<file path="src/rtl/regfile_pkg.sv">
// Shared types and sizing helpers for the integer register file with scoreboard.
package regfile_pkg;

  localparam int XLEN_DEF  = 32;
  localparam int NREGS_DEF = 32;

  function automatic int addr_width(input int nregs);
    return (nregs <= 2) ? 1 : $clog2(nregs);
  endfunction

  typedef logic [XLEN_DEF-1:0]                xword_t;
  typedef logic [addr_width(NREGS_DEF)-1:0]   regaddr_t;

endpackage

</file>
<file path="src/rtl/regfile_scoreboard.sv">
// Per-register busy bits: set by an issuing producer, cleared by the writeback.
module regfile_scoreboard #(
  parameter int NREGS = 32,
  parameter int AW    = 5
) (
  input  logic             clk,
  input  logic             rst_n,
  input  logic             sb_set_i,
  input  logic [AW-1:0]    sb_addr_i,
  input  logic [NREGS-1:0] clr_vec_i,
  output logic [NREGS-1:0] busy_vec_o
);

  logic [NREGS-1:0] busy_q, busy_d, set_vec;

  // A new producer issued in the same cycle as an older writeback keeps the reg busy.
  always_comb begin
    set_vec = '0;
    if (sb_set_i) set_vec[sb_addr_i] = 1'b1;
    busy_d    = (busy_q & ~clr_vec_i) | set_vec;
    busy_d[0] = 1'b0;
  end

  always_ff @(posedge clk or negedge rst_n) begin
    if (!rst_n) busy_q <= '0;
    else        busy_q <= busy_d;
  end

  assign busy_vec_o = busy_q;

endmodule

</file>
<file path="src/rtl/regfile_scb.sv">
// Multi-port RISC-V integer register file with hardwired x0, optional forwarding,
// optional registered reads and a busy scoreboard.
module regfile_scb
  import regfile_pkg::*;
#(
  parameter int  XLEN    = XLEN_DEF,
  parameter int  NREGS   = NREGS_DEF,
  parameter int  NRP     = 2,
  parameter int  NWP     = 1,
  parameter int  BYPASS  = 1,
  parameter int  SYNC_RD = 0,
  localparam int AW      = addr_width(NREGS)
) (
  input  logic                      clk,
  input  logic                      rst_n,
  input  logic [NWP-1:0]            we_i,
  input  logic [NWP-1:0][AW-1:0]    waddr_i,
  input  logic [NWP-1:0][XLEN-1:0]  wdata_i,
  input  logic [NRP-1:0]            re_i,
  input  logic [NRP-1:0][AW-1:0]    raddr_i,
  output logic [NRP-1:0][XLEN-1:0]  rdata_o,
  input  logic                      sb_set_i,
  input  logic [AW-1:0]             sb_addr_i,
  output logic [NRP-1:0]            busy_o,
  output logic [NREGS-1:0]          busy_vec_o
);

  if (NRP < 1 || NRP > 4 || NWP < 1 || NWP > 2 || (NREGS != 16 && NREGS != 32)) begin : gen_bad_cfg
    $error("regfile_scb: unsupported NRP/NWP/NREGS configuration");
  end

  logic [XLEN-1:0]  mem_q [NREGS];
  logic [NWP-1:0]   wr_en;
  logic [NREGS-1:0] clr_vec;

  // Writes to x0 and anything presented while in reset never take effect.
  always_comb begin
    clr_vec = '0;
    for (int p = 0; p < NWP; p++) begin
      wr_en[p] = rst_n & we_i[p] & (waddr_i[p] != '0);
      if (wr_en[p]) clr_vec[waddr_i[p]] = 1'b1;
    end
  end

  // Ascending port order: on a same-address collision the highest port lands last.
  always_ff @(posedge clk or negedge rst_n) begin
    if (!rst_n) begin
      for (int r = 0; r < NREGS; r++) mem_q[r] <= '0;
    end else begin
      for (int p = 0; p < NWP; p++)
        if (wr_en[p]) mem_q[waddr_i[p]] <= wdata_i[p];
    end
  end

  regfile_scoreboard #(.NREGS(NREGS), .AW(AW)) u_scb (
    .clk        (clk),
    .rst_n      (rst_n),
    .sb_set_i   (sb_set_i),
    .sb_addr_i  (sb_addr_i),
    .clr_vec_i  (clr_vec),
    .busy_vec_o (busy_vec_o)
  );

  for (genvar i = 0; i < NRP; i++) begin : gen_rd
    logic [XLEN-1:0] pre_val, fwd_val, sel_val;
    logic            hit;

    always_comb begin
      pre_val = mem_q[raddr_i[i]];
      fwd_val = pre_val;
      hit     = 1'b0;
      for (int p = 0; p < NWP; p++) begin
        if (wr_en[p] && waddr_i[p] == raddr_i[i]) begin
          hit     = 1'b1;
          fwd_val = wdata_i[p];
        end
      end
      sel_val = (BYPASS != 0) ? fwd_val : pre_val;
    end

    // A value being written this cycle is already available, so it is not busy.
    assign busy_o[i] = busy_vec_o[raddr_i[i]] & ~((BYPASS != 0) & hit);

    if (SYNC_RD != 0) begin : gen_sync
      logic [XLEN-1:0] rdata_q;
      always_ff @(posedge clk or negedge rst_n) begin
        if (!rst_n)       rdata_q <= '0;
        else if (re_i[i]) rdata_q <= sel_val;
      end
      assign rdata_o[i] = rdata_q;
    end else begin : gen_comb
      logic unused_re;
      assign unused_re  = re_i[i];
      assign rdata_o[i] = rst_n ? sel_val : '0;
    end
  end

endmodule
</file>
<file path="config.mk">
export PLATFORM = sky130hd
export DESIGN_NAME = regfile_scb
export DESIGN_NICKNAME = d
export VERILOG_FILES = /design/src/rtl/regfile_pkg.sv /design/src/rtl/regfile_scoreboard.sv /design/src/rtl/regfile_scb.sv
export SDC_FILE = /design/constraint.sdc
export NUM_CORES = 2
export LEC_CHECK = 0
export BUFFER_PORTS_ARGS = -buffer_cell sky130_fd_sc_hd__buf_2
export CORE_MARGIN = 3
export CORE_UTILIZATION = 57
export DETAILED_ROUTE_END_ITERATION = 12
export GPL_ROUTABILITY_DRIVEN = 1
export PLACE_DENSITY_LB_ADDON = 0.12
export REMOVE_ABC_BUFFERS = 1
export SLEW_MARGIN = 30
export SYNTH_ARGS = -nofsm -noshare
export SYNTH_HDL_FRONTEND = slang
export SYNTH_SLANG_ARGS = --single-unit
</file>
<file path="constraint.sdc">
create_clock -name clk -period 2.4 [get_ports clk]
set_clock_uncertainty 0.05 [all_clocks]
set_input_delay 0.36 -clock clk [delete_from_list [all_inputs] [get_ports clk]]
set_output_delay 0.36 -clock clk [all_outputs]
set_load 0.03 [all_outputs]
</file>
==> results_tabular.tex <==
\begin{tabular}{lr}
\hline
Metric & Value \\
\hline
\multicolumn{2}{l}{\textbf{Outcome}} \\
\quad Status & complete, but fails checks \\
\quad Violated checks & negative setup slack \\
\multicolumn{2}{l}{\textbf{Logic synthesis}} \\
\quad Area share of the leading cell type in the synthesized netlist & between 40 and 50\% \\
\quad Number of instances in the synthesized netlist & approximately 4,300 \\
\quad Syn avg cell area & around 14 um\^{}2 \\
\quad FF+latch count, synth & 1,055 \\
\quad Count of flip-flops with a built-in enable after synthesis & 0 \\
\quad Area leader, netlist & sky130\_fd\_sc\_hd\_\_dfrtp\_1 \\
\quad Register area share after synthesis & 44.9\% \\
\quad Post-synthesis instance area & about 0.059 mm\^{}2 \\
\quad Total of warnings raised by yosys & 0 \\
\quad Most frequently used flop master after synthesis & sky130\_fd\_sc\_hd\_\_dfrtp\_1 \\
\quad Synth async-reset ratio & 100\% \\
\quad Dominant cells by area after synthesis & sky130\_fd\_sc\_hd\_\_dfrtp\_1 45\%, sky130\_fd\_sc\_hd\_\_mux2\_2 19\%, sky130\_fd\_sc\_hd\_\_mux4\_2 9.1\%, sky130\_fd\_sc\_hd\_\_mux2i\_1 8.0\%, sky130\_fd\_sc\_hd\_\_a221oi\_1 2.7\% \\
\quad Yosys cell types & 76 \\
\multicolumn{2}{l}{\textbf{Layout}} \\
\quad Total Nets Final & 4,825 \\
\quad Most frequent cells in the layout & 1,055 x sky130\_fd\_sc\_hd\_\_dfrtp\_1, 983 x sky130\_fd\_sc\_hd\_\_mux2\_2, 520 x sky130\_fd\_sc\_hd\_\_buf\_4, 458 x sky130\_fd\_sc\_hd\_\_mux2i\_1, 266 x sky130\_fd\_sc\_hd\_\_mux4\_2 \\
\quad Total of fill cells in the finished design & 7,103 \\
\quad Commonest non-fill, non-tap cell in the layout & sky130\_fd\_sc\_hd\_\_dfrtp\_1 \\
\quad Fraction of final layout cells sized beyond drive strength 1 & a little over half \\
\quad Synthesis-to-layout area growth & 21.6\% \\
\multicolumn{2}{l}{\textbf{Pwr}} \\
\quad Static leakage & 32.7 nW \\
\quad Worst IR Drop VDD & roughly 0.65 mV \\
\quad Final total power & 0.0499 W \\
\quad Power density cells & around 700 mW/mm\^{}2 \\
\multicolumn{2}{l}{\textbf{CTS}} \\
\quad Inserted Clock Buffers & 113 \\
\quad Root Buffer Master & sky130\_fd\_sc\_hd\_\_clkbuf\_16 \\
\quad Number of levels the H-tree was split into & 3 \\
\quad Sink Count & 1,055 \\
\quad Clock transition time at the flip-flop clock pins of the worst setup and hold paths & 0.06 ns \\
\quad CTS tree & yes \\
\quad Worst-skew pair later-pin latency & 0.71 ns \\
\quad Clock Tree Buf Depth & 3 \\
\multicolumn{2}{l}{\textbf{Detailed routing}} \\
\quad Pre-Repair DR Iteration Count & 6 \\
\quad Via count & 43,624 \\
\quad Via density per instance & around 7 \\
\quad Remaining design rule violation count & 0 \\
\quad Antenna Nets Post-Route & 0 \\
\quad Average detailed-routed wire length per instance & between 30 and 40 um \\
\quad Routed Wire Length & 206 mm \\
\quad Violation count after the first detailed-route iteration & between 4,000 and 5,000 \\
\multicolumn{2}{l}{\textbf{Critical path}} \\
\quad Required time of the worst setup path & between 1.5 and 2 ns \\
\quad Cells on worst reg2reg path & 3 \\
\quad Highest cell delay on the worst timing path & 0.45 ns \\
\quad Slowest cell on crit path & sky130\_fd\_sc\_hd\_\_mux4\_2 \\
\quad Signal arrival time at the worst endpoint & about 2.6 ns \\
\quad Critical path type & reg2out \\
\quad Peak fanout along the critical path & 2 \\
\quad Crit-path most repeated cell & sky130\_fd\_sc\_hd\_\_buf\_4 \\
\quad Worst Setup Start Kind & register \\
\quad Critical path cell sequence & buf\_4 -> mux4\_2 -> nand2b\_4 -> a21o\_1 -> o311ai\_2 -> buf\_4 -> a41oi\_4 -> buf\_6 \\
\quad Critical path endpoint category & output port \\
\multicolumn{2}{l}{\textbf{Timing}} \\
\quad Fin crit period & between 3 and 4 ns \\
\quad RSZ-0062 raised after global routing & yes \\
\quad Highest clock rate & approximately 330 MHz \\
\quad Smallest setup slack after layout & -0.648 ns \\
\quad Final-report setup violation count & 66 \\
\quad Pin slew with the least headroom to its limit & a little under 0.9 ns \\
\quad Final count of pins violating max slew & 0 \\
\quad Worst rel slew slack & a little over two fifths \\
\quad Final Hold Vio Count & 0 \\
\quad Final cycle utilization of the critical path & 127\% \\
\quad Final Hold Slack & just under 0.009 ns \\
\multicolumn{2}{l}{\textbf{Floorplanning}} \\
\quad Core footprint & 0.102 mm\^{}2 \\
\quad DIE HEIGHT & approximately 330 um \\
\quad Starting Density & between 50 and 60\% \\
\quad Number of I/O pins & around 160 \\
\quad Row count & $\sim$120 \\
\quad Horiz. Die Dim & 327 um \\
\quad Overall die area & about 0.11 mm\^{}2 \\
\multicolumn{2}{l}{\textbf{Placed design}} \\
\quad Count of input and output buffers & 152 \\
\quad Final HPWL DP & roughly 130 mm \\
\quad Weighted congestion at the end of routability-driven global placement & a little under 0.9 \\
\multicolumn{2}{l}{\textbf{Global routing}} \\
\quad Via count of the first global-routing pass & between 40,000 and 50,000 \\
\quad Total routing usage reported by global routing & between 30\% and 40\% \\
\quad Initial antenna violation count & 4 \\
\quad M2 GR Usage & between 60\% and 70\% \\
\quad Leftover overflow at the end of global routing & 0 \\
\quad Pin count of the biggest net entering global routing & 70 \\
\quad Met1 usage in global routing & between 50\% and 60\% \\
\quad Busiest metal layer after global routing & met2 \\
\quad Fraction of met3 tracks used by global routing & approximately 8.1\% \\
\quad Wire length of the first global-routing pass & 304 mm \\
\multicolumn{2}{l}{\textbf{Run}} \\
\quad Number of violations of the max-capacitance limit & 0 \\
\multicolumn{2}{l}{\textbf{Hold path}} \\
\quad Class of the worst hold path & in2async \\
\hline
\end{tabular}
-- routing by layer --
layer	part of all wire, %	vias up
met5	0	-
met4	6.4	0
met3	9.2	684
met2	46	2396
met1	38	22924
li1	-	17620
-- state kept, by name (all words and copies together) (netlist names) --
name,cells
mem_q,1024
u_scb.busy_vec_o,31
-- through the flow --
stage / setup slack [ns] / cell area, um^2 / setup TNS [ns] / std cells / util [%]
detailed placement: -0.859 / 64300 / -34.59 / 5889 / 63.1
floorplan: -1.62 / 55800 / -291.10 / 3820 / -
global route: -0.692 / 71400 / -32.54 / 6224 / 70.0
CTS: -0.605 / 70900 / -28.61 / 6207 / 69.5
finish: -0.648 / 71400 / -27.52 / 6230 / 70.0
global placement: -0.789 / 64300 / -35.01 / 5889 / 63.1
-- layout make-up --
type / count / area (um^2) / share of cell area [%]
antenna: 7 / 17.5 / 0.0245
inverter: 21 / 81.3 / 0.114
clock buffer: 173 / 3400 / 4.77
multi-input combinational: 2744 / 31400 / 43.9
timing repair buffer: 832 / 8190 / 11.5
sequential: 1055 / 26400 / 37.0
clock inverter: 30 / 251 / 0.352
tap: 1368 / 1710 / 2.40
-- worst paths after layout --
check,slack (ns),end,start
max,-0.65,rdata_o[32],mem_q[800]
min,0.009,u_scb.busy_vec_o[25],rst_n
max reg2reg,1.32,mem_q[800],mem_q[800]
min reg2reg,0.35,mem_q[1014],mem_q[1014]
max in group asynchronous,0.86,mem_q[88],rst_n
min in group clk,0.04,mem_q[767],wdata_i[31]
-- cells in the mapped netlist (18+ instances only) --
cell type                  count
sky130_fd_sc_hd__dfrtp_1    1055
sky130_fd_sc_hd__mux2_2      983
sky130_fd_sc_hd__mux2i_1     468
sky130_fd_sc_hd__clkbuf_1    244
sky130_fd_sc_hd__mux4_2      238
sky130_fd_sc_hd__a221oi_1    182
sky130_fd_sc_hd__buf_2       109
sky130_fd_sc_hd__o21ai_0     102
sky130_fd_sc_hd__nor2_1       70
sky130_fd_sc_hd__a211oi_1     66
sky130_fd_sc_hd__a21oi_1      65
sky130_fd_sc_hd__mux4_1       50
sky130_fd_sc_hd__a22oi_1      49
sky130_fd_sc_hd__nand2_1      49
sky130_fd_sc_hd__nor3_1       48
sky130_fd_sc_hd__nand2b_1     37
sky130_fd_sc_hd__nor2b_1      36
sky130_fd_sc_hd__buf_6        35
sky130_fd_sc_hd__a221o_1      32
sky130_fd_sc_hd__buf_4        28
sky130_fd_sc_hd__buf_1        27
sky130_fd_sc_hd__nand3_1      21
sky130_fd_sc_hd__o32a_1       20
sky130_fd_sc_hd__inv_1        19
sky130_fd_sc_hd__buf_8        18
sky130_fd_sc_hd__or2_2        18
-- kinds of logic after synthesis --
| kind of cell | Yosys count | share of synthesized area [%] |
|---|---|---|
| multiplexers | 1748 | 38.3 |
| AND/OR/NAND/NOR | 330 | 2.98 |
| XOR/XNOR | 10 | 0.149 |
| AO/OA/AOI/OAI | 655 | 8.50 |
| buffers and inverters | 511 | 5.08 |
| flip-flops | 1055 | 44.9 |
| other | 1 | 0.00638 |
-- report_power, final --
part | switching [W] | leakage [nW] | internal, W
Clock | 0.00740 | 1.81 | 0.0100
Sequential | 0.00180 | 14.0 | 0.0201
Combinational | 0.00501 | 16.9 | 0.00559
Total | 0.0142 | 32.7 | 0.0357
-- repair_timing --
action / 4_1_cts / 5_1_grt
gates resized for setup: 459 / 88
pin swaps: 192 / 90
hold endpoints to repair: 188 / 0
hold buffers: 16 / 0
setup buffers: 106 / 18
cloned: 3 / 0
endpoints found under the setup margin: 66 / 66
-- critical path, delay by kind of cell, from the launching register on --
kind,cells,cell delay [ns]
AO/OA/AOI/OAI,3,0.40
buffers and inverters,3,0.52
flip-flops,1,0.39
multiplexers,1,0.45
AND/OR/NAND/NOR,1,0.16
(Power assumes the default switching activity.)
